`src/rtl/board_inputs_pkg.sv`:
```
// Shared definitions for the board input path: debug FSM encoding, key/switch roles
// and the registered debug-controller output bundle.
package board_inputs_pkg;

    typedef enum logic [1:0] {
        SRST = 2'd0,
        RUN  = 2'd1,
        HALT = 2'd2,
        STEP = 2'd3
    } dbg_state_e;

    localparam int NUM_KEYS      = 4;
    localparam int NUM_SW        = 18;
    localparam int KEY_SRST      = 0;
    localparam int KEY_RUN       = 1;
    localparam int KEY_STEP      = 2;
    localparam int SW_BP_EN      = 16;
    localparam int SW_START_HALT = 17;

    typedef struct packed {
        logic run_en;
        logic halted;
        logic soft_rstn;
    } dbg_out_t;

    function automatic logic bp_hit(input logic sync, input logic en, input logic mask,
                                    input logic [15:0] pc, input logic [15:0] addr);
        return sync & en & ~mask & (pc == addr);
    endfunction

endpackage

```
`src/rtl/board_inputs_debounce_bit.sv`:
```
// One input bit: two-flop synchroniser, tick-sampled stability counter, stable level
// and a registered pulse on each accepted rising level.
module debounce_bit #(
    parameter int STABLE_SAMPLES = 8,
    parameter bit INVERT         = 1'b0
) (
    input  logic i_clk,
    input  logic i_rstn,
    input  logic i_tick,
    input  logic i_raw,
    output logic o_level,
    output logic o_rise
);
    localparam int CW = (STABLE_SAMPLES > 1) ? $clog2(STABLE_SAMPLES) : 1;
    localparam logic [CW-1:0] CNT_LAST = CW'(STABLE_SAMPLES - 1);

    logic [1:0]    sync_pipe;
    logic [CW-1:0] cnt;
    logic          sample;

    assign sample = sync_pipe[1] ^ INVERT;

    // Sync flops reset to the idle raw level so an inverted key does not look pressed.
    always_ff @(posedge i_clk or negedge i_rstn) begin
        if (!i_rstn) begin
            sync_pipe <= {2{INVERT}};
            cnt       <= '0;
            o_level   <= 1'b0;
            o_rise    <= 1'b0;
        end else begin
            sync_pipe <= {sync_pipe[0], i_raw};
            o_rise    <= 1'b0;
            if (i_tick) begin
                if (sample != o_level) begin
                    if (cnt == CNT_LAST) begin
                        o_level <= sample;
                        o_rise  <= sample;
                        cnt     <= '0;
                    end else begin
                        cnt <= cnt + 1'b1;
                    end
                end else begin
                    cnt <= '0;
                end
            end
        end
    end

endmodule

```
`src/rtl/board_inputs.sv`:
```
// Board input receive path: debounced keys/switches plus the debug controller
// (soft reset, run/halt, single step, PC breakpoint) gating the NES CPU.
module board_inputs
    import board_inputs_pkg::*;
#(
    parameter int TICK_DIV       = 50000,
    parameter int STABLE_SAMPLES = 8,
    parameter int RST_HOLD       = 1024
) (
    input  logic        i_clk,
    input  logic        i_rstn,
    input  logic [3:0]  i_KEY,
    input  logic [17:0] i_SW,
    input  logic [15:0] i_nes_cpu_pc,
    input  logic        i_nes_cpu_sync,
    output logic [17:0] o_sw,
    output logic [3:0]  o_key_down,
    output logic [3:0]  o_key_press,
    output logic        o_cpu_run_en,
    output logic        o_cpu_halted,
    output logic        o_soft_rstn
);
    localparam int TW = (TICK_DIV > 1) ? $clog2(TICK_DIV) : 1;
    localparam int HW = (RST_HOLD > 1) ? $clog2(RST_HOLD) : 1;
    localparam logic [TW-1:0] TICK_LAST = TW'(TICK_DIV - 1);
    localparam logic [HW-1:0] HOLD_LAST = HW'(RST_HOLD - 1);

    logic [TW-1:0]     tick_cnt;
    logic              tick;
    logic [NUM_SW-1:0] sw_rise_unused;

    always_ff @(posedge i_clk or negedge i_rstn) begin
        if (!i_rstn) begin
            tick_cnt <= '0;
            tick     <= 1'b0;
        end else if (tick_cnt == TICK_LAST) begin
            tick_cnt <= '0;
            tick     <= 1'b1;
        end else begin
            tick_cnt <= tick_cnt + 1'b1;
            tick     <= 1'b0;
        end
    end

    for (genvar k = 0; k < NUM_KEYS; k++) begin : g_key
        debounce_bit #(.STABLE_SAMPLES(STABLE_SAMPLES), .INVERT(1'b1)) u_db (
            .i_clk(i_clk), .i_rstn(i_rstn), .i_tick(tick), .i_raw(i_KEY[k]),
            .o_level(o_key_down[k]), .o_rise(o_key_press[k])
        );
    end

    for (genvar s = 0; s < NUM_SW; s++) begin : g_sw
        debounce_bit #(.STABLE_SAMPLES(STABLE_SAMPLES), .INVERT(1'b0)) u_db (
            .i_clk(i_clk), .i_rstn(i_rstn), .i_tick(tick), .i_raw(i_SW[s]),
            .o_level(o_sw[s]), .o_rise(sw_rise_unused[s])
        );
    end

    dbg_state_e    state;
    dbg_out_t      dbg_q;
    logic [HW-1:0] hold_cnt;
    logic          bp_mask;
    logic          step_seen;
    logic          hit;

    assign hit = bp_hit(i_nes_cpu_sync, o_sw[SW_BP_EN], bp_mask, i_nes_cpu_pc, o_sw[15:0]);

    assign o_cpu_run_en = dbg_q.run_en;
    assign o_cpu_halted = dbg_q.halted;
    assign o_soft_rstn  = dbg_q.soft_rstn;

    always_ff @(posedge i_clk or negedge i_rstn) begin
        if (!i_rstn) begin
            state     <= SRST;
            dbg_q     <= '0;
            hold_cnt  <= '0;
            bp_mask   <= 1'b0;
            step_seen <= 1'b0;
        end else begin
            if (state != HALT && i_nes_cpu_sync)
                bp_mask <= 1'b0;
            if (o_key_press[KEY_SRST]) begin
                state    <= SRST;
                dbg_q    <= '0;
                hold_cnt <= '0;
                bp_mask  <= 1'b0;
            end else begin
                case (state)
                    SRST: begin
                        if (hold_cnt == HOLD_LAST) begin
                            dbg_q.soft_rstn <= 1'b1;
                            if (o_sw[SW_START_HALT]) begin
                                state        <= HALT;
                                dbg_q.halted <= 1'b1;
                            end else begin
                                state        <= RUN;
                                dbg_q.run_en <= 1'b1;
                            end
                        end else begin
                            hold_cnt <= hold_cnt + 1'b1;
                        end
                    end
                    RUN: begin
                        if (hit || o_key_press[KEY_RUN]) begin
                            state        <= HALT;
                            dbg_q.run_en <= 1'b0;
                            dbg_q.halted <= 1'b1;
                        end
                    end
                    HALT: begin
                        if (o_key_press[KEY_RUN] || o_key_press[KEY_STEP]) begin
                            state        <= o_key_press[KEY_RUN] ? RUN : STEP;
                            dbg_q.run_en <= 1'b1;
                            dbg_q.halted <= 1'b0;
                            bp_mask      <= 1'b1;
                            step_seen    <= 1'b0;
                        end
                    end
                    STEP: begin
                        // The first sync re-issues the stalled fetch; the second is the next opcode.
                        if (o_key_press[KEY_RUN]) begin
                            state <= RUN;
                        end else if (i_nes_cpu_sync) begin
                            if (step_seen) begin
                                state        <= HALT;
                                dbg_q.run_en <= 1'b0;
                                dbg_q.halted <= 1'b1;
                            end else begin
                                step_seen <= 1'b1;
                            end
                        end
                    end
                    default: state <= SRST;
                endcase
            end
        end
    end

endmodule

```
`config.mk`:
```
export PLATFORM = sky130hd
export DESIGN_NAME = board_inputs
export DESIGN_NICKNAME = d
export VERILOG_FILES = /design/src/rtl/board_inputs_pkg.sv /design/src/rtl/board_inputs_debounce_bit.sv /design/src/rtl/board_inputs.sv
export SDC_FILE = /design/constraint.sdc
export NUM_CORES = 1
export LEC_CHECK = 0
export ABC_CLOCK_PERIOD_IN_PS = 2300
export CORE_ASPECT_RATIO = 1.5
export CORE_UTILIZATION = 40
export CTS_BUF_LIST = sky130_fd_sc_hd__clkbuf_8
export CTS_CLUSTER_SIZE = 16
export DETAILED_ROUTE_END_ITERATION = 12
export PLACE_DENSITY_LB_ADDON = 0.08
export SYNTH_ARGS = -nofsm -noshare
export SYNTH_HDL_FRONTEND = slang
export SYNTH_SLANG_ARGS = --single-unit
```
`constraint.sdc`:
```
create_clock -name i_clk -period 2.3 [get_ports i_clk]
set_clock_uncertainty 0.15 [all_clocks]
set_input_delay 0.575 -clock i_clk [delete_from_list [all_inputs] [get_ports i_clk]]
set_output_delay 0.575 -clock i_clk [all_outputs]
set_load 0.02 [all_outputs]
```
==> qor_table.md, run 1 <==
| Stage | Quantity | Value |
|---|---|---|
| status | Outcome | complete, no violations |
| power | Peak ir drop on the vdd network | 0.000297 V |
| placed design | Hpwl dp | 9950 um |
| finish | Antenna cell count | 0 |
| power | Total power after layout | 5.72 mW |
| clocking | Clock-pin slew on the worst setup and hold paths | 0.09 ns |
| route | Length of the first detailed-routing pass in iterations | 4 |
| finish | Number of filler cells placed in the layout | 1803 |
| route | Antenna viol nets, final | 0 |
| floorplanning | Width of the chip | 116 um |
| critical path | Setup slack of the most critical reg-to-reg path | 0.20 ns |
| logic synthesis | Syn Nets | 806 |
| critical path | Crit path DAT | 1.50 ns |
| clocking | Maximum clock path buffer count | 2 |
| critical path | Critical setup path kind | reg -> out |
| power | Power per Cell Area | 629 nW/um^2 |
| critical path | Reg-to-Reg Start | hold_cnt[0]$_DFFE_PN0P_ |
| grt | Total congestion overflow | 0 |
| grt | GRT Total Usage | 15.4% |
| logic synthesis | Leading post-synthesis cells by cell area | dfrtp_1, ha_1, xor2_1 |
| finish | Top library cells by usage in the layout, fill and taps aside | dfrtp_1, nand2_1, inv_1 |
| sta | Worst slew margin relative to its limit | 67.5% |
| finish | Number of nets in the layout | 858 |
| grt | Largest net degree at the start of global routing | 64 |
| critical path | Max Fanout on Critical Path | 3 |
| route | Routed length per placed instance | 13.4 um |
| critical path | Buffer and inverter count on the worst path | 1 |
| placed design | Weighted congestion at the end of routability-driven global placement | 0.795 |
| logic synthesis | Number of synthesized register bits | 170 |
| logic synthesis | Synthesized instance count | 719 |
| critical path | Critical path origin | g_key[2].u_db.o_rise$_DFF_PN0_ |
| critical path | CP cell instances | clkdlybuf4s50_1 |
| logic synthesis | Proportion of netlist area held by the largest area contributor | 52.3% |
| min path | Class of the worst hold path | reg -> reg |
| grt | Vias in the first global route | 5301 |
| grt | Antenna violations before repair | 0 |
| critical path | Crit path capture type | output pin |
| route | DRC violations left | 0 |
| logic synthesis | Total number of yosys warnings | 0 |
| sta | Min Tclk post-route | 2.22 ns |
| finish | Area taken by flip-flops and latches | 4270 sq um |
| route | Number of vias after detailed routing | 5122 |
| floorplanning | Number of placement rows | 62 |
| logic synthesis | Syn Area/Cell | 10.8 sq um |
| floorplanning | Die height | 172 um |
| sta | Final worst-path setup slack | 0.0771 ns |
| finish | Area Growth Syn to Fin | 17.5% |
| sta | Post-route fraction of the period consumed by the critical path | 96.6% |
| placed design | PortBufs | 69 |
| placed design | Pre-CTS setup slack | -0.202 ns |
| sta | Max-slew violation total from the final report | 0 |
| critical path | WP data required | 1.57 ns |
| sta | Highest clock rate | 450 MHz |
| floorplanning | Area of the die | 19900 sq um |
| clocking | Buffer type at the clock tree root | clkbuf_8 |
| logic synthesis | Number of distinct library cells after synthesis | 50 |
| grt | Global-route wire length before repair | 23800 um |
| floorplanning | Area of the core | 19100 sq um |
| critical path | CP startpoint kind | flop |
| floorplanning | Initial standard-cell utilization of the core | 40.6% |
| min path | HP Start | g_sw[12].u_db.sync_pipe[0]$_DFF_PN0_ |
| clocking | CTS tree | yes |
| power | Leakage power summed over all cells | 4.47 nW |
| clocking | Count of H-tree levels built during CTS | 4 |
| clocking | Clock sink total | 170 |
| route | Avg Vias per Cell | 4.93 |
| logic synthesis | Cell type with the largest total area after synthesis | dfrtp_1 |
| finish | Multi-input gate area in the final layout | 2930 sq um |
| logic synthesis | Top flip-flop cell by instance count after synthesis | dfrtp_1 |
| floorplanning | Top-Level Pins | 70 |
| critical path | Longest individual stage delay on the worst path | 0.63 ns |
| route | Initial DRC Count | 176 |
| logic synthesis | Number of enable-type register cells in the synthesized netlist | 0 |
| sta | Final number of hold-violating endpoints | 0 |
| sta | Pin slew with the least headroom to its limit | 0.487 ns |
| critical path | Critical path's top delay family | buffers and inverters |
| finish | Most common cell after layout, fill and taps aside | dfrtp_1 |
| flow run | Max Cap Violations | 0 |
| logic synthesis | Cell area after synthesis | 7740 sq um |
| clocking | Num CTS Buffers | 17 |
| finish | Core occupancy in the finished layout | 47.7% |
| finish | Layout cell share with drive strength beyond 1 | 9.95% |
| logic synthesis | Share of flip-flops with an asynchronous set or reset after synthesis | 100% |
| clocking | Source-to-sink clock delay at the later pin of the worst-skew pair | 0.46 ns |
| route | Post-Route WL | 13900 um |
| logic synthesis | Seq/Total Area, Yosys | 55.1% |
| sta | RSZ-0062 raised after global routing | no |
| sta | Number of setup violations in the final report | 0 |
| critical path | Critical path's slowest cell | clkdlybuf4s50_1 |
## Yosys cell counts (all sizes together), types with 2 or more instances
master / number
a21oi: 7
a31oi: 2
and3: 6
and4: 4
buf: 35
clkbuf: 12
dfrtp: 162
dfstp: 8
ha: 46
inv: 69
mux2: 18
nand2: 75
nand2b: 4
nand3: 45
nand4: 6
nor2: 39
nor2b: 8
nor3: 10
nor3b: 2
nor4: 8
o21ai: 45
o22ai: 33
o31ai: 2
or3: 2
xnor2: 21
xor2: 37
## final cells by class
class,instances,share of cell area (%)
clock buffer,17,2.57
clock inverter,15,2.56
inverter,69,2.87
multi-input combinational,433,32.2
sequential,170,46.9
tap,256,3.52
timing repair buffer,80,9.42
## routing by layer
metal / part of all wire [%] / routed length, um / global-route usage [%] / vias up
met5: 0 / 0 / 0 / -
met4: 1.5 / 205 / 5.85 / 0
met3: 3.2 / 452 / 3.89 / 14
met2: 52 / 7260 / 27.9 / 83
met1: 43 / 6030 / 17.2 / 2537
li1: - / - / - / 2488
## registers in the layout (all words and copies together), names as in the netlist, 2 cells and up
name	flops
g_sw.u_db.sync_pipe	36
g_sw.u_db.o_level	18
g_key.u_db.o_rise	4
g_key.u_db.sync_pipe	8
g_key.u_db.o_level	4
state	2
tick_cnt	16
g_sw.u_db.cnt	54
hold_cnt	10
g_key.u_db.cnt	12
## cells by family (layout without fill, tap and decap cells)
logic type,Yosys count,in the layout,synth area share [%]
compound gates,98,98,7.46
xor+xnor,58,58,6.56
fa+ha+maj,46,46,7.43
buf+inv,116,181,7.14
flops,170,170,55.1
mux,18,18,2.62
simple gates,213,213,13.7
## per-stage QoR
| step | cells | setup TNS (ns) | hold slack [ns] | instance area [sq um] |
|---|---|---|---|---|
| 2_1_floorplan | 719 | 0 | 0.129 | 7740 |
| 3_3_place_gp | 1007 | -0.612 | 0.183 | 8610 |
| 3_5_place_dp | 1007 | -0.657 | 0.186 | 8610 |
| 4_1_cts | 1040 | 0 | 0.206 | 9070 |
| 5_1_grt | 1040 | 0 | 0.210 | 9100 |
| 6_report | 1040 | 0 | 0.203 | 9100 |
## power breakdown
| part | leakage (nW) | switching, mW | internal, mW |
|---|---|---|---|
| registers | 2.23 | 0.0189 | 3.03 |
| logic | 1.99 | 0.106 | 0.0996 |
| clock network | 0.242 | 1.08 | 1.39 |
| total | 4.47 | 1.20 | 4.52 |
## path summary, 6_finish.rpt
kind                            cells past startpoint                                    to
worst min register to register                      0  g_sw[12].u_db.sync_pipe[1]$_DFF_PN0_
worst min-delay path                                0  g_sw[12].u_db.sync_pipe[1]$_DFF_PN0_
min in group asynchronous                           2       g_sw[3].u_db.cnt[1]$_DFFE_PN0P_
max in group asynchronous                           3  g_key[3].u_db.sync_pipe[1]$_DFF_PN1_
worst max-delay path                                1                        o_key_press[2]
worst max register to register                      6              o_cpu_run_en$_DFFE_PN0P_
## what timing repair did
action | 4_1_cts | 5_1_grt
hold buffers | 1 | 0
buffers inserted | 0 | 0
resized for setup | 11 | 12
setup endpoints to repair | 10 | 12
gates cloned | 0 | 0
endpoints found under the hold margin | 37 | 0
(Power assumes the default switching activity.)
==> run 2, diff against run 1 <==
--- a/config.mk
+++ b/config.mk
@@ -7,11 +7,14 @@
 export LEC_CHECK = 0
 export ABC_CLOCK_PERIOD_IN_PS = 2300
 export CORE_ASPECT_RATIO = 1.5
+export CORE_MARGIN = 4
 export CORE_UTILIZATION = 40
 export CTS_BUF_LIST = sky130_fd_sc_hd__clkbuf_8
 export CTS_CLUSTER_SIZE = 16
 export DETAILED_ROUTE_END_ITERATION = 12
+export MAX_ROUTING_LAYER = met4
 export PLACE_DENSITY_LB_ADDON = 0.08
+export SETUP_SLACK_MARGIN = 0.4
 export SYNTH_ARGS = -nofsm -noshare
 export SYNTH_HDL_FRONTEND = slang
 export SYNTH_SLANG_ARGS = --single-unit
==> run 2 against run 1 <==
Effect of this change:
- register-to-register slack improved by 0.21 ns
- maximum frequency is 15% higher
- worst setup slack better by 0.28 ns
- non-clock buffer count up 26
- die area increased by 8.9%
- sequential share of layout area decreased by 0.75 points
- critical endpoint is now o_cpu_run_en$_DFFE_PN0P_
- flip-flop and latch count unchanged
- critical path depth rose by 5
- combinational power hardly changed
==> qor_table.md, run 2 (synthesis results as in run 1) <==
| Stage | Quantity | Value |
|---|---|---|
| finish | Core occupancy in the finished layout | 48.6% |
| finish | Area of all placed cells without fillers | 9280 sq um |
| finish | Antenna cell count | 0 |
| grt | Total congestion overflow | 0 |
| grt | Vias in the first global route | 5440 |
| sta | Min Tclk post-route | 1.94 ns |
| floorplanning | Area of the core | 19100 sq um |
| finish | Layout cell share with drive strength beyond 1 | 19.4% |
| sta | Setup_tns | 0 ns |
| critical path | Reg-to-Reg Start | g_key[1].u_db.o_rise$_DFF_PN0_ |
| finish | Top library cells by usage in the layout, fill and taps aside | dfrtp_1, nand2_1, inv_1 |
| floorplanning | Area of the die | 21700 sq um |
| flow run | Max Cap Violations | 0 |
| grt | Global-route wire length before repair | 24700 um |
| power | Total power after layout | 5.43 mW |
| finish | Registers with the most flip-flops | g_sw.u_db.cnt x54, g_sw.u_db.sync_pipe x36, g_sw.u_db.o_level x18 |
| route | Length of the first detailed-routing pass in iterations | 5 |
| clocking | Maximum clock path buffer count | 2 |
| placed design | Hpwl dp | 9820 um |
| sta | RSZ-0062 raised after global routing | yes |
| critical path | CP startpoint kind | input pin |
| floorplanning | Number of placement rows | 62 |
| clocking | Num CTS Buffers | 17 |
| critical path | Critical setup path kind | in -> reg |
| sta | Max-slew violation total from the final report | 0 |
| finish | Max reg flops | 54 |
| floorplanning | Die height | 178 um |
| power | Leakage power summed over all cells | 4.35 nW |
| floorplanning | Width of the chip | 122 um |
| critical path | Critical path origin | i_nes_cpu_pc[12] |
| route | Avg Vias per Cell | 4.81 |
| finish | Non-Filler Instances | 1066 |
| sta | Number of setup violations in the final report | 0 |
| placed design | PortBufs | 69 |
| sta | Pin slew with the least headroom to its limit | 0.472 ns |
| sta | Post-route fraction of the period consumed by the critical path | 84.3% |
| critical path | Max Fanout on Critical Path | 2 |
| clocking | Buffer type at the clock tree root | clkbuf_8 |
| grt | Largest net degree at the start of global routing | 65 |
| critical path | Longest individual stage delay on the worst path | 0.42 ns |
| critical path | WP data required | 2.45 ns |
| power | Power per Cell Area | 585 nW/um^2 |
| clocking | Count of H-tree levels built during CTS | 4 |
| route | Number of vias after detailed routing | 5123 |
| finish | Register containing the most flip-flops in the final layout | g_sw.u_db.cnt |
| placed design | Weighted congestion at the end of routability-driven global placement | 0.830 |
| critical path | Crit path capture type | flop |
| floorplanning | Initial standard-cell utilization of the core | 40.6% |
| route | Routed length per placed instance | 13.3 um |
| status | Outcome | complete, no violations |
| route | Antenna viol nets, final | 0 |
| sta | Worst slew margin relative to its limit | 68.4% |
| min path | HP Start | g_sw[3].u_db.sync_pipe[0]$_DFF_PN0_ |
| finish | Area Growth Syn to Fin | 19.9% |
| sta | Fin Hold WS | 0.205 ns |
| grt | GRT Total Usage | 14.6% |
| grt | Antenna violations before repair | 0 |
| route | DRC violations left | 0 |
| sta | Highest clock rate | 516 MHz |
| clocking | Clock-pin slew on the worst setup and hold paths | 0.08 ns |
| clocking | Source-to-sink clock delay at the later pin of the worst-skew pair | 0.45 ns |
| power | Peak ir drop on the vdd network | 0.000316 V |
| clocking | Clock sink total | 170 |
| finish | Most common cell after layout, fill and taps aside | dfrtp_1 |
| placed design | Post-placement cell area | 8570 sq um |
| route | Post-Route WL | 14200 um |
| placed design | Placed Cells incl. Taps | 1004 |
| critical path | CP cell instances | clkdlybuf4s50_1 -> xor2_1 -> nor4_2 -> nand2_1 -> o31ai_4 -> a221oi_1 |
| finish | Number of nets in the layout | 884 |
| sta | Final worst-path setup slack | 0.361 ns |
| sta | Final number of hold-violating endpoints | 0 |
| min path | Class of the worst hold path | reg -> reg |
| floorplanning | Top-Level Pins | 70 |
| route | Initial DRC Count | 224 |
| placed design | Pre-CTS setup slack | -0.247 ns |
| critical path | Critical path's slowest cell | clkdlybuf4s50_1 |
| critical path | Crit path DAT | 2.09 ns |
| clocking | CTS tree | yes |
-- run 2: cell types whose count changed in the layout (fill, tap and decap cells not counted), moves of 3 or more --
cell             delta
dfrtp_2            +12
clkdlybuf4s15_2    +11
nor4_4              +3
clkdlybuf4s50_1    -10
buf_4              +26
buf_2              +17
clkinvlp_4          +3
xor2_1              -4
dlymetal6s2s_1     -11
dfrtp_1            -12
dlygate4sd2_1       -8
xor2_2              +3
bufinv_16           -3
-- run 2: repair_timing --
item,CTS,global route
hold endpoints to repair,37,0
hold buffers,1,0
setup endpoints to repair,33,18
pin swaps,8,6
buffers inserted,24,5
resized for setup,125,13
-- run 2: critical path, delay by kind of cell --
family | cells | cell delay, ns
AOI/OAI and AO/OA | 2 | 0.41
xor gates and xnor gates | 1 | 0.17
buffers and inverters | 1 | 0.42
and+or+nand+nor | 2 | 0.51
-- run 2: routing by layer --
metal | routed length (um) | track usage [%] | up-vias
li1 | - | - | 2533
met1 | 6140 | 16.9 | 2504
met2 | 7400 | 24.8 | 69
met3 | 428 | 3.27 | 17
met4 | 227 | 5.33 | 0
met5 | 0 | - | -
-- run 2: area by class of cell --
type | instances | area, sq um
clock inverter | 13 | 154
inverter | 69 | 262
fill | 1797 | 9800
multi-input combinational | 433 | 3050
sequential | 170 | 4280
tap | 256 | 320
timing repair buffer | 106 | 955
clock buffer | 19 | 262
-- run 2: final timing paths --
path                       slack [ns]                             endpoint  cells past startpoint
max                              0.36             o_cpu_run_en$_DFFE_PN0P_                      6
min                              0.21  g_sw[3].u_db.sync_pipe[1]$_DFF_PN0_                      0
max reg2reg                      0.41             o_cpu_run_en$_DFFE_PN0P_                      6
min reg2reg                      0.21  g_sw[3].u_db.sync_pipe[1]$_DFF_PN0_                      0
max in group asynchronous        0.81     g_sw[6].u_db.o_level$_DFFE_PN0P_                      3
min in group asynchronous        0.45     g_key[1].u_db.cnt[1]$_DFFE_PN0P_                      2
-- run 2: power by group --
part / switching (mW) / leakage (nW) / total [mW] / internal, mW
Clock: 1.06 / 0.202 / 2.18 / 1.12
Combinational: 0.109 / 1.93 / 0.203 / 0.0947
Sequential: 0.0193 / 2.21 / 3.05 / 3.03
Total: 1.19 / 4.35 / 5.43 / 4.25
==> run 3, diff against run 2 <==
--- a/config.mk
+++ b/config.mk
@@ -5,7 +5,7 @@
 export SDC_FILE = /design/constraint.sdc
 export NUM_CORES = 1
 export LEC_CHECK = 0
-export ABC_CLOCK_PERIOD_IN_PS = 2300
+export ABC_CLOCK_PERIOD_IN_PS = 1640
 export CORE_ASPECT_RATIO = 1.5
 export CORE_MARGIN = 4
 export CORE_UTILIZATION = 40
==> constraint.sdc (replaced) <==
create_clock -name i_clk -period 1.64 [get_ports i_clk]
set_clock_uncertainty 0.15 [all_clocks]
set_input_delay 0.41 -clock i_clk [delete_from_list [all_inputs] [get_ports i_clk]]
set_output_delay 0.41 -clock i_clk [all_outputs]
set_load 0.02 [all_outputs]
==> run 3 against run 2 <==
Effect of this change:
- the flow now finishes with violations (negative setup slack)
- sequential share of layout area is 13 points lower
- global-route usage is 5.5 points higher
- sequential power is 41% higher
- worst setup slack worse by 0.58 ns
- critical path depth is 1 higher
- power is 42% higher
- clock power is 39% higher
- first-iteration DRC count is 25% higher
- die area stayed put
- count of clock-buffer cells in the layout stayed put
- non-clock buffer count is 138 higher
- routed wire length is 43% higher
- critical endpoint unchanged
- largest cell class is now multi-input gates
==> qor_table.md, run 3 (synthesis results as in run 1) <==
| Stage | Quantity | Value |
|---|---|---|
| status | Outcome | complete, but fails checks |
| status | Violations in the final reports | negative setup slack |
| route | Uppermost signal routing layer after detailed routing | met4 |
| clocking | CTS tree | yes |
| clocking | Maximum clock path buffer count | 2 |
| finish | Number of nets in the layout | 1022 |
| sta | Final number of hold-violating endpoints | 0 |
| flow run | Max Cap Violations | 0 |
| clocking | Count of H-tree levels built during CTS | 4 |
| route | Initial DRC Count | 279 |
| critical path | Max Fanout on Critical Path | 2 |
| route | Met3 Wirelength | 466 um |
| power | Peak ir drop on the vdd network | 0.000532 V |
| grt | Total congestion overflow | 0 |
| power | Leakage power summed over all cells | 6.21 nW |
| placed design | Weighted congestion at the end of routability-driven global placement | 0.879 |
| placed design | Post-placement cell area | 9530 sq um |
| critical path | Crit path DAT | 2.05 ns |
| finish | Non-Filler Instances | 1204 |
| route | Length of the first detailed-routing pass in iterations | 4 |
| clocking | Clock-pin slew on the worst setup and hold paths | 0.10 ns |
| critical path | Register-to-Register Path Depth | 6 |
| floorplanning | Initial standard-cell utilization of the core | 40.6% |
| finish | Registers with the most flip-flops | g_sw.u_db.cnt x54, g_sw.u_db.sync_pipe x36, g_sw.u_db.o_level x18 |
| min path | Cell depth of the worst hold path | 1 |
| route | Avg Vias per Cell | 4.96 |
| floorplanning | Width of the chip | 122 um |
| critical path | WP data required | 1.83 ns |
| sta | Max-slew violation total from the final report | 0 |
| finish | Area Growth Syn to Fin | 68.2% |
| finish | Area of all placed cells without fillers | 13000 sq um |
| sta | Min Tclk post-route | 1.86 ns |
| finish | Most common cell after layout, fill and taps aside | dfrtp_1 |
| clocking | Clock sink total | 170 |
| route | Number of vias after detailed routing | 5974 |
| grt | Vias in the first global route | 6749 |
| sta | Pin slew with the least headroom to its limit | 0.453 ns |
| placed design | PortBufs | 69 |
| finish | Register containing the most flip-flops in the final layout | g_sw.u_db.cnt |
| route | Post-Route WL | 20300 um |
| route | Detailed-route wire length on metal 1 | 7920 um |
| floorplanning | Top-Level Pins | 70 |
| placed design | Hpwl dp | 11000 um |
| grt | Largest net degree at the start of global routing | 39 |
| finish | Core occupancy in the finished layout | 68.3% |
| critical path | CP startpoint kind | input pin |
| grt | Global-route wire length before repair | 33000 um |
| floorplanning | Area of the core | 19100 sq um |
| grt | GRT Total Usage | 20.1% |
| finish | Antenna cell count | 0 |
| placed design | Placed Cells incl. Taps | 1068 |
| finish | Max reg flops | 54 |
| floorplanning | Number of placement rows | 62 |
| sta | Number of setup violations in the final report | 29 |
| clocking | Num CTS Buffers | 17 |
| clocking | Buffer type at the clock tree root | clkbuf_8 |
| finish | Layout cell share with drive strength beyond 1 | 57.2% |
| sta | Post-route fraction of the period consumed by the critical path | 113% |
| sta | RSZ-0062 raised after global routing | yes |
| route | Routed length per placed instance | 16.9 um |
| power | Power per Cell Area | 592 nW/um^2 |
| floorplanning | Area of the die | 21700 sq um |
| clocking | Source-to-sink clock delay at the later pin of the worst-skew pair | 0.46 ns |
| grt | Antenna violations before repair | 0 |
| route | Antenna viol nets, final | 0 |
| route | Length of routed met2 wiring | 11500 um |
| route | DRC violations left | 0 |
| critical path | Crit path capture type | flop |
| critical path | Critical setup path kind | in -> reg |
| finish | Top library cells by usage in the layout, fill and taps aside | dfrtp_1, buf_4, buf_6 |
| sta | Highest clock rate | 538 MHz |
| sta | Final worst-path setup slack | -0.219 ns |
| sta | Worst slew margin relative to its limit | 69.7% |
| floorplanning | Die height | 178 um |
| min path | Class of the worst hold path | in -> reg |
## run 3: critical path, stage by stage
cell             delay, ns
clkdlybuf4s50_1       0.45
xor2_2                0.20
nor4_2                0.28
buf_4                 0.19
nand3_4               0.10
o31ai_4               0.32
a221oi_2              0.10
## run 3: path summary, 6_finish.rpt
| kind | startpoint | slack, ns | end |
|---|---|---|---|
| max | i_nes_cpu_pc[0] | -0.22 | o_cpu_run_en$_DFFE_PN0P_ |
| min | i_KEY[0] | 0.19 | g_key[0].u_db.sync_pipe[0]$_DFF_PN1_ |
| max reg2reg | g_sw[0].u_db.o_level$_DFFE_PN0P_ | -0.20 | o_cpu_run_en$_DFFE_PN0P_ |
| min reg2reg | g_sw[14].u_db.sync_pipe[0]$_DFF_PN0_ | 0.19 | g_sw[14].u_db.sync_pipe[1]$_DFF_PN0_ |
| max in group asynchronous | i_rstn | 0.48 | tick$_DFF_PN0_ |
| min in group asynchronous | i_rstn | 0.26 | hold_cnt[0]$_DFFE_PN0P_ |
## run 3: final cells by class
type	instances	area (sq um)
inverter	69	274
tap	256	320
fill	1401	6060
multi-input combinational	433	4870
clock inverter	13	141
timing repair buffer	244	2880
clock buffer	19	262
sequential	170	4280
## run 3: report_power, final
group | leakage, nW | internal [mW] | switching, mW
Sequential | 2.22 | 4.25 | 0.0486
Clock | 0.210 | 1.45 | 1.58
Combinational | 3.78 | 0.194 | 0.184
Total | 6.21 | 5.89 | 1.81
## run 3: per-layer routing
| layer | track usage (%) | vias to the layer above |
|---|---|---|
| met5 | - | - |
| met4 | 7.01 | 0 |
| met3 | 3.55 | 27 |
| met2 | 36.7 | 86 |
| met1 | 21.7 | 3027 |
| li1 | - | 2834 |
## run 3: per-stage QoR
| stage | hold slack [ns] | worst slack (ns) | total power [mW] | setup TNS, ns |
|---|---|---|---|---|
| 2_1_floorplan | -0.0356 | -0.0544 | 4.42 | -0.107 |
| 3_3_place_gp | 0.182 | -0.716 | 4.66 | -3.75 |
| 3_5_place_dp | 0.185 | -0.798 | 4.67 | -4.18 |
| 4_1_cts | 0.160 | -0.206 | 7.76 | -2.68 |
| 5_1_grt | 0.161 | -0.286 | 8.01 | -4.37 |
| 6_report | 0.190 | -0.219 | 7.71 | -2.45 |
## run 3: repair_timing
| item | 4_1_cts | 5_1_grt |
|---|---|---|
| resized for setup | 513 | 88 |
| gates cloned | 20 | 0 |
| setup buffers | 61 | 22 |
| hold endpoints to repair | 26 | 0 |
| hold buffers | 1 | 0 |
| setup endpoints to repair | 136 | 153 |
| pin swaps | 136 | 53 |
